**src/rtl/mcs4_rom_loader.sv**
```systemverilog
// Host-side ROM loader: streams bytes into the i4001 array over the shared debug
// write port while holding the MCS-4 core in reset for the whole session.
module mcs4_rom_loader #(
    parameter int NUM_ROMS = 16,
    parameter int RST_HOLD = 16
) (
    input  logic        clk,
    input  logic        rst_n,
    input  logic        start,
    input  logic [11:0] start_addr,
    input  logic [12:0] byte_count,
    input  logic        abort,
    input  logic        s_valid,
    output logic        s_ready,
    input  logic [7:0]  s_data,
    output logic [11:0] dbg_addr,
    output logic [7:0]  dbg_wdata,
    output logic        dbg_wen,
    output logic        cpu_rst,
    output logic        busy,
    output logic        done,
    output logic        err
);

    typedef enum logic [2:0] {
        IDLE,
        HOLD,
        LOAD,
        FLUSH,
        RELEASE
    } state_t;

    localparam logic [13:0] LIMIT     = 14'(NUM_ROMS * 256);
    localparam logic [15:0] HOLD_LAST = 16'(RST_HOLD - 1);

    state_t      state;
    logic [15:0] hold_cnt;
    logic [11:0] addr;
    logic [12:0] remaining;
    logic        session;
    logic        aborted;

    logic [13:0] end_addr;
    logic        start_ok;
    logic        hs;
    logic        hold_last;

    // A byte transfers on any rising edge where s_valid and s_ready are both high;
    // s_ready is registered and never depends on s_valid.
    assign end_addr  = {2'b00, start_addr} + {1'b0, byte_count};
    assign start_ok  = (byte_count != 13'd0) && (end_addr <= LIMIT);
    assign hs        = s_valid && s_ready && (state == LOAD);
    assign hold_last = (hold_cnt == HOLD_LAST);

    always_ff @(posedge clk or negedge rst_n) begin
        if (!rst_n) begin
            state     <= RELEASE;
            hold_cnt  <= 16'd0;
            addr      <= 12'd0;
            remaining <= 13'd0;
            session   <= 1'b0;
            aborted   <= 1'b0;
            s_ready   <= 1'b0;
            cpu_rst   <= 1'b1;
            busy      <= 1'b1;
            dbg_wen   <= 1'b0;
            dbg_addr  <= 12'd0;
            dbg_wdata <= 8'd0;
            done      <= 1'b0;
            err       <= 1'b0;
        end else begin
            done    <= 1'b0;
            err     <= 1'b0;
            // Write pipeline runs in every state so an accepted byte is issued even after abort.
            dbg_wen <= hs;
            if (hs) begin
                dbg_addr  <= addr;
                dbg_wdata <= s_data;
            end

            case (state)
                IDLE: begin
                    if (start) begin
                        if (start_ok) begin
                            state     <= HOLD;
                            addr      <= start_addr;
                            remaining <= byte_count;
                            hold_cnt  <= 16'd0;
                            session   <= 1'b1;
                            aborted   <= 1'b0;
                            cpu_rst   <= 1'b1;
                            busy      <= 1'b1;
                        end else begin
                            err <= 1'b1;
                        end
                    end
                end

                HOLD: begin
                    if (abort) begin
                        state    <= RELEASE;
                        hold_cnt <= 16'd0;
                        aborted  <= 1'b1;
                    end else if (hold_last) begin
                        state   <= LOAD;
                        s_ready <= 1'b1;
                    end else begin
                        hold_cnt <= hold_cnt + 16'd1;
                    end
                end

                LOAD: begin
                    if (hs) begin
                        addr      <= addr + 12'd1;
                        remaining <= remaining - 13'd1;
                    end
                    if (abort) begin
                        state    <= RELEASE;
                        hold_cnt <= 16'd0;
                        aborted  <= 1'b1;
                        s_ready  <= 1'b0;
                    end else if (hs && (remaining == 13'd1)) begin
                        state   <= FLUSH;
                        s_ready <= 1'b0;
                    end
                end

                FLUSH: begin
                    state    <= RELEASE;
                    hold_cnt <= 16'd0;
                end

                RELEASE: begin
                    if (hold_last) begin
                        state   <= IDLE;
                        cpu_rst <= 1'b0;
                        busy    <= 1'b0;
                        session <= 1'b0;
                        // Reset-initiated releases have no session and report nothing.
                        if (session) begin
                            done <= !aborted;
                            err  <= aborted;
                        end
                    end else begin
                        hold_cnt <= hold_cnt + 16'd1;
                    end
                end

                default: begin
                    state <= IDLE;
                end
            endcase
        end
    end

endmodule

```
**config.mk**
```make
export PLATFORM = sky130hd
export DESIGN_NAME = mcs4_rom_loader
export DESIGN_NICKNAME = d
export VERILOG_FILES = /design/src/rtl/mcs4_rom_loader.sv
export SDC_FILE = /design/constraint.sdc
export NUM_CORES = 1
export LEC_CHECK = 0
export ABC_AREA = 0
export CORE_UTILIZATION = 50
export DETAILED_ROUTE_END_ITERATION = 10
export PLACE_DENSITY_LB_ADDON = 0.3
export SLEW_MARGIN = 20
export SYNTH_ARGS = -nofsm -noshare
export SYNTH_HDL_FRONTEND = slang
export SYNTH_SLANG_ARGS = --single-unit
```
**constraint.sdc**
```tcl
create_clock -name clk -period 2.15 [get_ports clk]
set_clock_uncertainty 0.2 [all_clocks]
set_input_delay 0.215 -clock clk [delete_from_list [all_inputs] [get_ports clk]]
set_output_delay 0.215 -clock clk [all_outputs]
set_load 0.02 [all_outputs]
```
[Word-level counts from Yosys, hierarchy flattened]
Cells that the tools add are included.
Word-level totals
  bits in registers: 71
  bits of input ports: 38
  output and inout bits: 26
  word-level logic and storage cells: 96
Operators by class
  multiplexer cells: 43
  reduce and logical (&&, ||, !) cells: 19
  magnitude comparators: 1
  eq/ne operators: 16
  $add $sub $neg: 4
Operators by type and width (count)
  $mux W16: 5
  $pmux W16 S5: 1
  $mux W13: 3
  $mux W12: 3
  $pmux W13 S2: 1
  $pmux W12 S2: 1
  $mux W3: 7
  $reduce_and A4 Y1: 5
  $mux W1: 17
  $add A16 B1 Y16 const B: 1
  $eq A16 B4 Y1 const B: 1
  $pmux W3 S5: 1
  $add A12 B13 Y14: 1
  $le A14 B13 Y1 const B: 1
  $ne A2 B2 Y1 const B: 7
  $eq A13 B1 Y1 const B: 1
  $reduce_bool A13 Y1: 1
  $sub A13 B1 Y13 const B: 1
  $add A12 B1 Y12 const B: 1
  $pmux W1 S2: 4
  $reduce_bool A2 Y1: 4
  $eq A3 B2 Y1 const B: 2
  $reduce_and A5 Y1: 1
  $reduce_bool A5 Y1: 1
  9 further kinds: 12

[Depth between registers and ports, before layout]
Gate-level depths: netlist (run 1).
  depth after elaboration: 6
  depth in mapped cells: 13
  gate-level depth less buffers: 11

[Worst setup path after synthesis (run 1)]
OpenSTA, ideal clock, no wires.
  kind: input-to-reg
  start point: input port start_addr[0]
  end point: register addr[0]
  path slack: -0.981 ns
  setup time: 0.121 ns
  cell stages on the path: 12
  required time: 1.829 ns
  arrival: 2.810 ns
  buffers on the path: 2
  path through: ha_1 -> fa_1 -> xor2_1 -> or4_4 -> a2111oi_4 -> o2111ai_1 -> o21ai_2 -> nand3_4 -> and2_4 -> buf_6 -> buf_6 -> o22a_1
Between the ends
  longest elaborated chain between the ends: 5
  elaborated cells between the ends (all ways): 8
  those cells by class: 1 x add/sub; 1 x order compare; 1 x eq/ne; 3 x mux; 2 x reduce/logical
RTL lines
  start: declaration: RTL line 10  | input logic [11:0] start_addr,
  $add A12 B13 Y14: RTL line 50  | assign end_addr = {2'b00, start_addr} + {1'b0, byte_count};
  $le A14 B13 Y1: RTL line 51  | assign start_ok = (byte_count != 13'd0) && (end_addr <= LIMIT);
  $logic_and A1 B1 Y1: RTL line 51
  $ne A2 B2 Y1 (no line)
  $reduce_and A4 Y1 (no line)
  end signal: assignment: RTL line 86  | addr <= start_addr;
  end signal: assignment: RTL line 114  | addr <= addr + 12'd1;
  end: declaration: RTL line 38  | logic [11:0] addr;
Several ways; a longest one is shown, not always the timed one. The select of a mux whose other input is x is not followed.
A chain may end at the register's enable or synchronous reset.

[Worst setup path after layout (run 1)]
  start point: input port start_addr[10]
  end point: register addr[11]
Between the ends
  longest elaborated chain between the ends: 5
RTL lines (RTL line)
  $add A12 B13 Y14: 50
  $le A14 B13 Y1: 51
  $logic_and A1 B1 Y1: 51
  $ne A2 B2 Y1 (no line)
  $reduce_and A4 Y1 (no line)
Every way passes these cells.

==> results of run 1 <==
==> what timing repair did <==
| action | CTS | global route |
|---|---|---|
| hold buffers | 1 | 0 |
| resized for setup | 113 | 23 |
| setup endpoints to repair | 46 | 67 |
| pin swaps | 57 | 28 |
| gates cloned | 4 | 2 |
| hold endpoints to repair | 50 | 0 |
| buffers inserted | 6 | 5 |
==> registers in the layout (all words and copies together) (netlist names), 3 cells and up <==
name / cells
state: 3
addr: 12
dbg_wdata: 8
dbg_addr: 12
remaining: 13
hold_cnt: 16
==> Yosys cell counts (7+ instances only) <==
cell         n  area share, %
nand2_1    100            8.2
dfrtp_1     69             38
nor2_1      54            4.5
a21oi_1     51            5.6
o21ai_0     42            4.6
clkbuf_1    26            2.1
inv_1       19            1.6
and3_1      17            2.3
nand3_1     17            1.9
a31oi_1     16            2.2
ha_1        16            4.4
nor3_1      15            1.6
nand4_1     10            1.4
o22ai_1     10            1.4
o22a_1       9            1.7
a2bb2oi_1    7            1.3
==> cells in the final DEF (no fill, tap or decap), types with 4 or more instances in the layout <==
cell type / synthesis / routed
nand2_1: 100 / 95
buf_4: 2 / 90
dfrtp_1: 69 / 69
nor2_1: 54 / 53
clkdlybuf4s50_1: 0 / 42
a21oi_1: 51 / 28
inv_1: 19 / 19
a21oi_2: 0 / 19
and3_1: 17 / 16
nor3_1: 15 / 15
a31oi_1: 16 / 15
o21ai_1: 1 / 15
nand3_1: 17 / 14
o21ai_2: 1 / 14
o21ai_0: 42 / 13
dlygate4sd2_1: 0 / 13
nand4_1: 10 / 10
o22ai_1: 10 / 10
clkbuf_8: 0 / 10
o22a_1: 9 / 9
ha_4: 0 / 8
ha_1: 16 / 8
buf_6: 2 / 8
nor4_1: 6 / 6
a21o_1: 6 / 6
or2_2: 6 / 6
a2bb2oi_2: 0 / 6
buf_12: 0 / 5
nand2b_1: 4 / 4
a21oi_4: 0 / 4
dlymetal6s2s_1: 0 / 4
==> final cells by class <==
cell class	instances	area, um^2	share of cell area, %
multi-input cells	445	3033	44.22
flip-flops and latches	71	1779	25.94
repair buffers	172	1618	23.59
clock buffers	11	141.4	2.061
well taps	108	135.1	1.970
clock inverters	5	81.33	1.186
inverters	19	71.32	1.040
==> tightest hold or removal path, cell delays in order <==
cell and delay [ns]:
buf_8 0.08, buf_4 0.11, nand2_1 0.04, nand2_1 0.06, o22a_1 0.13
==> worst max-delay path by stage <==
| stage | endpoint | slack, ns | start |
|---|---|---|---|
| after detailed placement | hold_cnt[9] | -1.49 | start_addr[0] |
| final | addr[11] | -0.93 | start_addr[10] |
| after CTS | hold_cnt[14] | -0.82 | start_addr[0] |
| after global routing | remaining[3] | -0.98 | start_addr[0] |
| after floorplan | addr[0] | -0.80 | start_addr[0] |
| after global placement | hold_cnt[4] | -1.36 | start_addr[0] |
==> kinds of logic (layout without fill, tap and decap cells) <==
group,Yosys count,after routing,share of synthesized area (%)
AND/OR/NAND/NOR,248,250,25.41
AO/OA/AOI/OAI,169,169,23.65
flip-flops,71,71,39.10
buffers and inverters,55,207,5.114
adder cells (fa/ha/maj),18,18,5.059
multiplexers,4,4,0.9074
XOR/XNOR,4,4,0.7700
==> power by group through the flow <==
stage	combinational (W)	sequential (W)	clock, W
floorplan	0.00124	0.00183	0
global placement	0.00191	0.00189	0
detailed placement	0.00200	0.00192	0
CTS	0.00238	0.00190	0.00123
global route	0.00273	0.00197	0.00129
finish	0.00257	0.00195	0.00123
==> per-stage QoR <==
step           total power [W]  cells
2_1_floorplan         0.003076    569
3_3_place_gp          0.003803    799
3_5_place_dp          0.003914    799
4_1_cts               0.005511    825
5_1_grt               0.005987    831
6_report              0.005742    831
==> per-layer routing <==
| layer | vias up | global-route usage [%] | part of all wire, % |
|---|---|---|---|
| li1 | 2337 | - | - |
| met1 | 2525 | 40.56 | 36 |
| met2 | 340 | 56.16 | 50 |
| met3 | 90 | 5.324 | 8.3 |
| met4 | 0 | 13.69 | 5.5 |
| met5 | - | 0 | 0 |
==> results.sh, run 1 <==
export IMPL_fin_util_pct=78.27
export IMPL_h_tree_depth=3
export IMPL_ys_seq_area_share_pct=39.10
export IMPL_synth_edf_count=0
export IMPL_synthCells=569
export IMPL_crit_cells=13
export IMPL_wire_per_inst_um=19.38
export IMPL_fin_crit_ns=3.078
export IMPL_worst_hold_path_type="primary input to register"
export IMPL_rows=34
export IMPL_max_freq_ghz=0.3249
export IMPL_pwr_share_clk_pct=21.3
export IMPL_ys_flop_type="dfrtp_1"
export IMPL_min_to="addr[0]"
export IMPL_ys_warn_count=0
export IMPL_io_pins=64
export IMPL_synth_seq_cells=71
export IMPL_drv_slew=0
export IMPL_async_reset_ff_share_pct=100.0
export IMPL_cap_violations=0
export IMPL_hp_start="start_addr[0]"
export IMPL_root_buffer="clkbuf_8"
export IMPL_swShare_pct=39.34
export IMPL_timing_worst_setup_path_type="primary input to register"
export IMPL_place_congestion=0.9643
export IMPL_violations="setup timing"
export IMPL_mappedNetlistArea_um2=4551
export IMPL_regToRegSetupSlack_ns=-0.15
export IMPL_drt_drc_violations_left=0
export IMPL_fp_dieH_um=97.40
export IMPL_clkLatencyLatePin_ns=0.36
export IMPL_initialDrtViolationCount=549
export IMPL_fillers=554
export IMPL_grt_pass1_vias=5069
export IMPL_max_stage_delay_ns=0.47
export IMPL_initial_core_util_pct=51.93
export IMPL_place_ws_ns=-1.490
export IMPL_syn2layout_area_growth_pct=50.73
export IMPL_tightest_slew_ns=0.5351
export IMPL_crit_chain="clkdlybuf4s50_1 > ha_1 > inv_1 > o311ai_0 > buf_4 > a2111oi_4 > o2111ai_2 > buf_4 > o21ai_4 > nand3_4 > buf_8 > a21oi_4 > o22a_1"
export IMPL_worst_r2r_cell_count=7
export IMPL_status="complete, but fails checks"
export IMPL_synth_fp_nets=624
export IMPL_cp_start_kind="primary input"
export IMPL_fp_dieW_um=97.40
export IMPL_power_leakage_nw=3.120
export IMPL_io_buffers=63
export IMPL_cts_sinks=71
export IMPL_crit_path_end_kind="register"
export IMPL_antenna_found_initial=0
export IMPL_hpwl_um=10130
export IMPL_cts_clk_slew_worst_paths_ns=0.09
export IMPL_fin_area_um2=6859
export IMPL_grt_overflow_total=0
export IMPL_p_int_w=0.003483
export IMPL_critPathRequiredTime_ns=2.23
export IMPL_cts_buffers=9
export IMPL_fin_tns_setup_ns=-39.12
export IMPL_drtAntennaViolNets=0
export IMPL_finalHoldViolCount=0
export IMPL_core_um2=8763
export IMPL_setup_viol=46
export IMPL_rsz0062_at_grt="true"
export IMPL_final_nets=773
export IMPL_peakVddDrop_mv=0.3907
export IMPL_fin_crit_sh_pct=143.2
export IMPL_cts_tree="built"
export IMPL_combPwrFrac_pct=44.8
export IMPL_synthDistinctLibCells=60
export IMPL_holdWs_ns=0.1096
export IMPL_path_common_cell="buf_4"
export IMPL_slew_headroom_pct=64.05
export IMPL_diodes=0
export IMPL_final_layout_size_suffix_gt1_share_pct=30.43
export IMPL_path_delay_family="compound AO/OA/AOI/OAI gates"
export IMPL_powerDensity_nw_per_um2=837.2
export IMPL_grt_max_degree=50
export IMPL_vias=5292
export IMPL_r2r_start="state[1]"
export IMPL_grt_pass1_wl_um=24870
export IMPL_syn_avg_cell_area_um2=7.998
export IMPL_firstDrtPassIters=5
export IMPL_crit_arrival_ns=3.16
export IMPL_wl_um=16110
export IMPL_via_per_inst=6.368
export IMPL_place_area_um2=5963
export IMPL_grt_usage_pct=32.65
export IMPL_crit_slowest_cell="clkdlybuf4s50_1"
export IMPL_dieArea_um2=9487
export IMPL_r2r_end="addr[11]"
export IMPL_worst_path_buf_inv=5
export IMPL_p_sw_w=0.002259
export IMPL_timing_final_ws_setup_ns=-0.9278
export IMPL_pwr_share_seq_pct=33.9
export IMPL_holdPathStages=5
export IMPL_path_max_fanout=8
export IMPL_clk_path_buf_depth=2
Note: power is estimated with default switching activity, not from simulation.
==> run 2: changes to the inputs <==
SKIP_CTS_REPAIR_TIMING = 1   (was not set)
==> run 2 against run 1 <==
  * The flow still finishes with violations (setup timing)
  * Die area is the same
  * Fmax grew 1.7%
  * Register-to-register slack about the same
  * Clock power is essentially flat
  * Wire length shrank 11%
  * Via count shrank 5.4%
  * Sequential cell count is the same
==> results.sh, run 2 (synthesis results as in run 1) <==
export IMPL_cp_start_kind="primary input"
export IMPL_cap_violations=0
export IMPL_initialDrtViolationCount=418
export IMPL_hp_start="start_addr[0]"
export IMPL_combPwrFrac_pct=42.0
export IMPL_rows=34
export IMPL_root_buffer="clkbuf_8"
export IMPL_multiInputGateArea_um2=2796
export IMPL_initial_core_util_pct=51.93
export IMPL_clkLatencyLatePin_ns=0.36
export IMPL_fin_crit_ns=3.027
export IMPL_r2r_start="hold_cnt[0]"
export IMPL_slew_headroom_pct=70.05
export IMPL_diodes=0
export IMPL_place_area_um2=5963
export IMPL_peakVddDrop_mv=0.3643
export IMPL_mostFrequentLayoutCells="nand2_1, buf_4, dfrtp_1"
export IMPL_vias=5007
export IMPL_grt_pass1_wl_um=22540
export IMPL_pwr_share_seq_pct=35.4
export IMPL_io_pins=64
export IMPL_max_freq_ghz=0.3304
export IMPL_cts_buffers=9
export IMPL_final_nets=765
export IMPL_setup_viol=46
export IMPL_top_regs="hold_cnt: 16 flops, remaining: 13 flops"
export IMPL_fin_tns_setup_ns=-35.33
export IMPL_status="complete, but fails checks"
export IMPL_fin_cells=823
export IMPL_critPathRequiredTime_ns=2.23
export IMPL_rsz0062_at_grt="true"
export IMPL_hpwl_um=10130
export IMPL_power_leakage_nw=3.134
export IMPL_p_sw_w=0.002061
export IMPL_path_max_fanout=13
export IMPL_firstDrtPassIters=5
export IMPL_placedCellCount=799
export IMPL_mostFrequentLayoutCell="nand2_1"
export IMPL_core_um2=8763
export IMPL_grt_pass1_vias=4706
export IMPL_timing_final_ws_setup_ns=-0.8767
export IMPL_syn2layout_area_growth_pct=43.88
export IMPL_fin_area_um2=6548
export IMPL_via_per_inst=6.084
export IMPL_regArea_um2=1779
export IMPL_cts_sinks=71
export IMPL_h_tree_depth=3
export IMPL_wl_um=14410
export IMPL_clk_path_buf_depth=2
export IMPL_critPathLaunch="start_addr[0]"
export IMPL_crit_arrival_ns=3.10
export IMPL_p_int_w=0.003345
export IMPL_largest_reg_flops=16
export IMPL_drtAntennaViolNets=0
export IMPL_dieArea_um2=9487
export IMPL_fp_dieH_um=97.40
export IMPL_fillers=634
export IMPL_timing_worst_setup_path_type="primary input to register"
export IMPL_antenna_found_initial=0
export IMPL_largest_register="hold_cnt"
export IMPL_grt_overflow_total=0
export IMPL_grt_max_degree=48
export IMPL_cts_clk_slew_worst_paths_ns=0.08
export IMPL_fp_dieW_um=97.40
export IMPL_swShare_pct=38.12
export IMPL_crit_path_end_kind="register"
export IMPL_io_buffers=63
export IMPL_grt_usage_pct=29.22
export IMPL_cts_tree="built"
export IMPL_holdPathStages=5
export IMPL_worst_r2r_cell_count=9
export IMPL_powerDensity_nw_per_um2=825.6
export IMPL_tightest_slew_ns=0.4492
export IMPL_finalHoldViolCount=0
export IMPL_pwr_share_clk_pct=22.7
export IMPL_violations="setup timing"
export IMPL_worst_hold_path_type="primary input to register"
export IMPL_drt_drc_violations_left=0
export IMPL_drv_slew=0
export IMPL_final_layout_size_suffix_gt1_share_pct=24.34
export IMPL_place_congestion=0.9643
export IMPL_fin_crit_sh_pct=140.8
export IMPL_wire_per_inst_um=17.51
-- run 2: cell count changes in the layout (fill, tap and decap cells not counted), moves of 3 or more --
cell | previous run | this run
a22oi_1 | 1 | 4
a21oi_1 | 28 | 47
dlygate4sd2_1 | 13 | 0
nand2_1 | 95 | 99
a21oi_4 | 4 | 1
a2bb2oi_2 | 6 | 0
a2bb2oi_1 | 1 | 7
a22oi_2 | 3 | 0
dlymetal6s2s_1 | 4 | 18
buf_6 | 8 | 1
buf_4 | 90 | 94
a21oi_2 | 19 | 3
-- run 2: final cells by class --
| type | instances | share of cell area [%] |
|---|---|---|
| repair buffers | 165 | 23.56 |
| clock buffers | 11 | 2.159 |
| multi-input cells | 444 | 42.71 |
| clock inverters | 5 | 1.242 |
| inverters | 19 | 1.089 |
| flip-flops and latches | 71 | 27.17 |
| well taps | 108 | 2.064 |
-- run 2: layer usage --
layer	part of all wire, %	GRT usage [%]
met4	3.3	12.56
met3	6.0	4.532
met1	40	37.20
met5	0	0
met2	51	49.22
-- run 2: path summary, 6_finish.rpt --
path | slack, ns | end
hold reg to reg | 0.28 | dbg_addr[11]
hold / removal | 0.11 | addr[0]
setup / recovery | -0.88 | addr[4]
setup reg to reg | -0.14 | hold_cnt[15]
min in group asynchronous | 0.12 | state[1]
max in group asynchronous | 0.95 | addr[7]
-- run 2: stage by stage --
step	util (%)	total power (W)	hold WS, ns	setup slack, ns
after global routing	74.71	0.005680	0.1277	-0.9879
after CTS	70.59	0.005131	-0.4006	-1.124
after detailed placement	68.05	0.003914	-0.01472	-1.490
after floorplan	-	0.003076	-0.2806	-0.8027
after global placement	68.05	0.003803	-0.02344	-1.363
final	74.71	0.005406	0.1101	-0.8767
-- run 2: power by group through the flow --
stage / combinational, W / sequential [W] / clock (W)
floorplan: 0.00124 / 0.00183 / 0
global placement: 0.00191 / 0.00189 / 0
detailed placement: 0.00200 / 0.00192 / 0
CTS: 0.00201 / 0.00190 / 0.00123
global route: 0.00245 / 0.00194 / 0.00129
finish: 0.00227 / 0.00191 / 0.00123
-- run 2: critical path, stage by stage --
cell and delay, ns:
buf_6 0.10, ha_4 0.15, fa_2 0.41, xor2_1 0.15
or4_4 0.44, a2111oi_4 0.37, o2111ai_2 0.18, buf_4 0.17
o21ai_2 0.18, nand3_4 0.15, buf_12 0.18, a21oi_1 0.20
a2bb2oi_1 0.19
==> edit 1: new RTL, config.mk and constraints of run 2 <==
Re-encode `state_t` (5 states) as one-hot, 5 bits wide.
--- a/src/rtl/mcs4_rom_loader.sv
+++ b/src/rtl/mcs4_rom_loader.sv
@@ -23,10 +23,10 @@
 );
 
-    typedef enum logic [2:0] {
-        IDLE,
-        HOLD,
-        LOAD,
-        FLUSH,
-        RELEASE
+    typedef enum logic [4:0] {
+        IDLE    = 5'b00001,
+        HOLD    = 5'b00010,
+        LOAD    = 5'b00100,
+        FLUSH   = 5'b01000,
+        RELEASE = 5'b10000
     } state_t;
 
Check against the original RTL: same outputs for any inputs over 10 cycles, from zero or initial values and one cycle with rst_n low; not proved beyond that.
==> edit 1 against run 2 <==
- the run still ends with negative setup slack left
- design area grew 9.0%
- synthesized cell count shrank 1.4%
- total power shrank 0.55%
- non-clock buffer count rose by 35
- largest power group unchanged
- wire length is 10% higher
- final cell count up 4.1%
- area after synthesis increased by 3.0%
- critical endpoint is now remaining[1]
- sequential cell count rose by 2
- first-iteration DRC count rose by 0.72%
- worst setup slack got worse by 180 ps
==> edit 1: results (changes against run 2) <==
| Metric | Value |
|---|---|
| Outcome | `finished with violations` |
| Failing checks | `negative setup slack` |
| P&R area growth vs syn | `52.3%` |
| GR Util All Layers | `31.2% (+2.0 points)` |
| Drt first pass iters | `5 (unchanged)` |
| Final worst slack | `-1060 ps (-182 ps)` |
| Final count of negative-setup-slack endpoints | `49 (+6.5%)` |
| Largest net degree at the start of global routing | `74 (+54%)` |
| CP arrival | `3250 ps (+150 ps)` |
| FILL cells | `575 (-9.3%)` |
| Placed Cells incl. Taps | `821 (+2.8%)` |
| Hpwl dp | `10.9 mm (+7.2%)` |
| Largest cells by area after synthesis | `dfrtp_1 (38%), nand2_1 (7.9%), a21oi_1 (4.5%), ha_1 (4.3%), o21ai_0 (4.0%)` |
| Commonest cells post-synth | `nand2_1 (99), dfrtp_1 (71), a21oi_1 (42)` |
| Via Count | `5,324 (+6.3%)` |
| Share of post-route cells with drive strength above 1 | `30.7% (+6.4 points)` |
| Synth cell types | `67 (+12%)` |
| VDD IR-drop max | `0.652 mV (+79%)` |
| Vias in the first global route | `5,162 (+9.7%)` |
| Routed wire per std cell | `18.5 um (+5.8%)` |
| Crit path max fanout | `5 (-8)` |
| Max incr delay on CP | `580 ps (+140 ps)` |
| Placer Congestion | `0.937 (-2.9%)` |
| Final TNS setup | `-40,440 ps (-5110 ps)` |
| Cell Area, Placed | `6360 um2 (+6.7%)` |
| Slew margin rel. | `68.7% (-1.3 points)` |
| Initial DRC count | `421 (+0.72%)` |
| CP delay by family, top | `simple AND/OR/NAND/NOR gates` |
| Slowest library cell on the worst path | `or4b_4` |
| Nets | `799 (+4.4%)` |
| Cells after synthesis | `561 (-1.4%)` |
| Hold Crit Class | `primary input to register` |
| P_leak | `3.24 nW (+3.3%)` |
| Synth Net Count | `616 (-1.3%)` |
| Sequential area share after synthesis | `39.0% (-0.059 points)` |
[edit 1: changes by cell type after synthesis, sizes merged, moves of 8 or more]
| cell | run 2 | this run |
|---|---|---|
| a21oi | 51 | 42 |
| a31oi | 16 | 6 |
| a32o | 0 | 16 |
| clkbuf | 26 | 18 |
| nand3 | 18 | 28 |
| nor2 | 54 | 31 |
| o22a | 9 | 0 |
[edit 1: power by group]
group	switching, mW	internal (mW)	leakage, nW	total, mW
sequential	0.269	1.65	0.959	1.92
combinational	1.25	1.15	2.19	2.40
clock	0.608	0.441	0.0859	1.05
total	2.13	3.25	3.24	5.38
[edit 1: path summary, 6_finish.rpt]
kind	start	to	slack, ps	cells after the start
worst min register to register	dbg_wdata[5]	dbg_wdata[5]	280	2
worst max register to register	hold_cnt[1]	hold_cnt[15]	-300	8
worst max-delay path	start_addr[9]	remaining[1]	-1060	11
max in group asynchronous	rst_n	busy	1160	3
worst min-delay path	start_addr[0]	addr[0]	110	4
min in group asynchronous	rst_n	dbg_addr[0]	210	3
[edit 1: cell type report]
type                    instances  area share (%)
repair buffers                200            25.6
clock buffers                   9            1.74
inverters                      19            1.07
multi-input cells             441            43.1
flip-flops and latches         73            25.6
clock inverters                 7           0.877
well taps                     108            1.89
[edit 1: stage by stage]
| step | hold slack, ps | worst slack, ps | total power [mW] |
|---|---|---|---|
| after floorplan | -281 | -753 | 3.11 |
| after global placement | 77.9 | -1600 | 3.90 |
| after detailed placement | 81.8 | -1660 | 4.00 |
| after CTS | -298 | -1310 | 5.04 |
| after global routing | 125 | -1160 | 5.64 |
| final | 109 | -1060 | 5.38 |
[edit 1: metal layers]
layer	up-vias	routed length, um	global-route usage (%)
met5	-	0	0
met3	71	868	3.97
met4	0	698	14.4
met2	260	7810	51.8
met1	2533	6510	40.9
li1	2460	-	-
[edit 1: worst min-delay path, delay by kind of cell]
| kind | cells | cell delay, ps |
|---|---|---|
| buf+inv | 2 | 200 |
| compound gates | 2 | 200 |
[edit 1: cells by family after synthesis]
kind of cell               Yosys count  share of synthesized area [%]
xor gates and xnor gates             5                          0.935
adders and majority gates           17                           4.70
AOI/OAI and AO/OA                  170                           24.9
muxes                                4                          0.881
and+or+nand+nor                    244                           25.2
buffers and inverters               48                           4.33
DFF                                 73                           39.0
==> edit 2: new RTL, flow settings as in run 2 <==
Without the edit above. Set the parameter `NUM_ROMS` to 12 (it was 16).
--- a/src/rtl/mcs4_rom_loader.sv
+++ b/src/rtl/mcs4_rom_loader.sv
@@ -2,5 +2,5 @@
 // write port while holding the MCS-4 core in reset for the whole session.
 module mcs4_rom_loader #(
-    parameter int NUM_ROMS = 16,
+    parameter int NUM_ROMS = 12,
     parameter int RST_HOLD = 16
 ) (
Formal check against the unedited RTL: same outputs for any inputs over 10 cycles, from zero or initial values and one cycle with rst_n low; that may be too few to reach the edited logic, so the function may still have changed.
==> edit 2 against run 2 <==
- the run still ends with negative setup slack left
- total power is 0.39% higher
- first-iteration DRC count is 19% lower
- die area is 4.3% lower
- worst setup slack better by 110 ps
- sequential share of layout area hardly changed
- sequential cell count stayed put
- area after synthesis is 4.3% lower
- wire length is 2.3% lower
- design area is 0.17% lower
- largest cell class unchanged
==> edit 2: results (changes against run 2) <==
| Metric | Value |
|---|---|
| Outcome | `finished with violations` |
| Failing checks | `negative setup slack` |
| Worst R2R Setup Slack | `-200 ps (-60 ps)` |
| Final TNS setup | `-31,260 ps (+4070 ps)` |
| Largest net degree at the start of global routing | `72 (+50%)` |
| FILL cells | `544 (-14%)` |
| Commonest cells post-synth | `dfrtp_1 (69), nand2_1 (56), a21oi_1 (54)` |
| Post-synthesis mux area share | `5.86% (+5.0 points)` |
| First-pass GRT wire length | `20.0 mm (-11%)` |
| Sequential area share after synthesis | `40.9% (+1.8 points)` |
| VDD IR-drop max | `0.567 mV (+56%)` |
| Worst-Margin Slew | `535 ps (+85.4 ps)` |
| Synth Net Count | `546 (-13%)` |
| Largest cells by area after synthesis | `dfrtp_1 (40%), a21oi_1 (6.2%), mux2_2 (5.2%), nand2_1 (4.8%), ha_1 (4.6%)` |
| Cell Area, Placed | `5790 um2 (-2.9%)` |
| P_leak | `2.80 nW (-11%)` |
| Final worst slack | `-764 ps (+113 ps)` |
| Final count of negative-setup-slack endpoints | `47 (+2.2%)` |
| Hold path endpoint | `remaining[0]` |
| Synth cell types | `59 (-1.7%)` |
| Wire length on met3 | `935 um (+8.3%)` |
| Initial DRC count | `340 (-19%)` |
| Final wirelength | `14.1 mm (-2.3%)` |
| CP arrival | `2960 ps (-140 ps)` |
| Critical R2R Launch | `hold_cnt[2]` |
| Metal2 WL | `7.08 mm (-3.2%)` |
| Share of post-route cells with drive strength above 1 | `34.4% (+10 points)` |
| Hold Crit Depth | `4 (-1)` |
| Slowest library cell on the worst path | `o41ai_4` |
| Placer Congestion | `0.892 (-7.5%)` |
| Met1 Routed Length | `5.61 mm (-2.5%)` |
| Drt via density | `6.23 (+2.4%)` |
## edit 2: cells by family (layout without fill, tap and decap cells)
logic type / Yosys count / count (layout)
simple gates: 172 / 172
compound gates: 165 / 165
flops: 71 / 71
buf+inv: 37 / 188
mux: 23 / 23
fa+ha+maj: 18 / 18
xor+xnor: 5 / 5
## edit 2: worst max-delay path by stage
stage / end / start / slack, ps / cells after the start
after floorplan: hold_cnt[10] / start_addr[0] / -800 / 10
after global placement: hold_cnt[15] / start_addr[0] / -1450 / 11
after detailed placement: hold_cnt[6] / start_addr[0] / -1590 / 11
after CTS: hold_cnt[6] / start_addr[0] / -1290 / 11
after global routing: hold_cnt[9] / byte_count[0] / -840 / 13
final: hold_cnt[6] / byte_count[4] / -760 / 13
## edit 2: final cells by class
type	instances	area, um2	area share, %
Clock buffer	9	124	1.90
Clock inverter	7	80.1	1.23
Inverter	13	48.8	0.747
Multi-Input combinational cell	383	2920	44.7
Sequential cell	71	1780	27.2
Tap cell	105	131	2.01
Timing Repair Buffer	159	1450	22.2
## edit 2: worst max-delay path: cells and delay by family
kind / cells / cell delay [ps]
buf+inv: 4 / 790
compound gates: 8 / 1680
fa+ha+maj: 1 / 270
## edit 2: power groups by stage
stage / sequential, mW / combinational [mW] / clock, mW
after floorplan: 1.92 / 1.17 / 0
after global placement: 1.97 / 1.78 / 0
after detailed placement: 1.99 / 1.87 / 0
after CTS: 1.97 / 1.88 / 1.14
after global routing: 2.03 / 2.50 / 1.21
final: 1.99 / 2.32 / 1.13
## edit 2: routing by layer
layer	track usage [%]	up-vias
li1	-	2124
met1	37.6	2265
met2	47.1	216
met3	5.74	49
met4	11.2	0
met5	0	-
## edit 2: through the flow
stage / util [%] / cells
3_3_place_gp: 69.5 / 719
3_5_place_dp: 69.5 / 719
4_1_cts: 71.9 / 735
2_1_floorplan: - / 491
5_1_grt: 78.4 / 747
6_report: 78.4 / 747
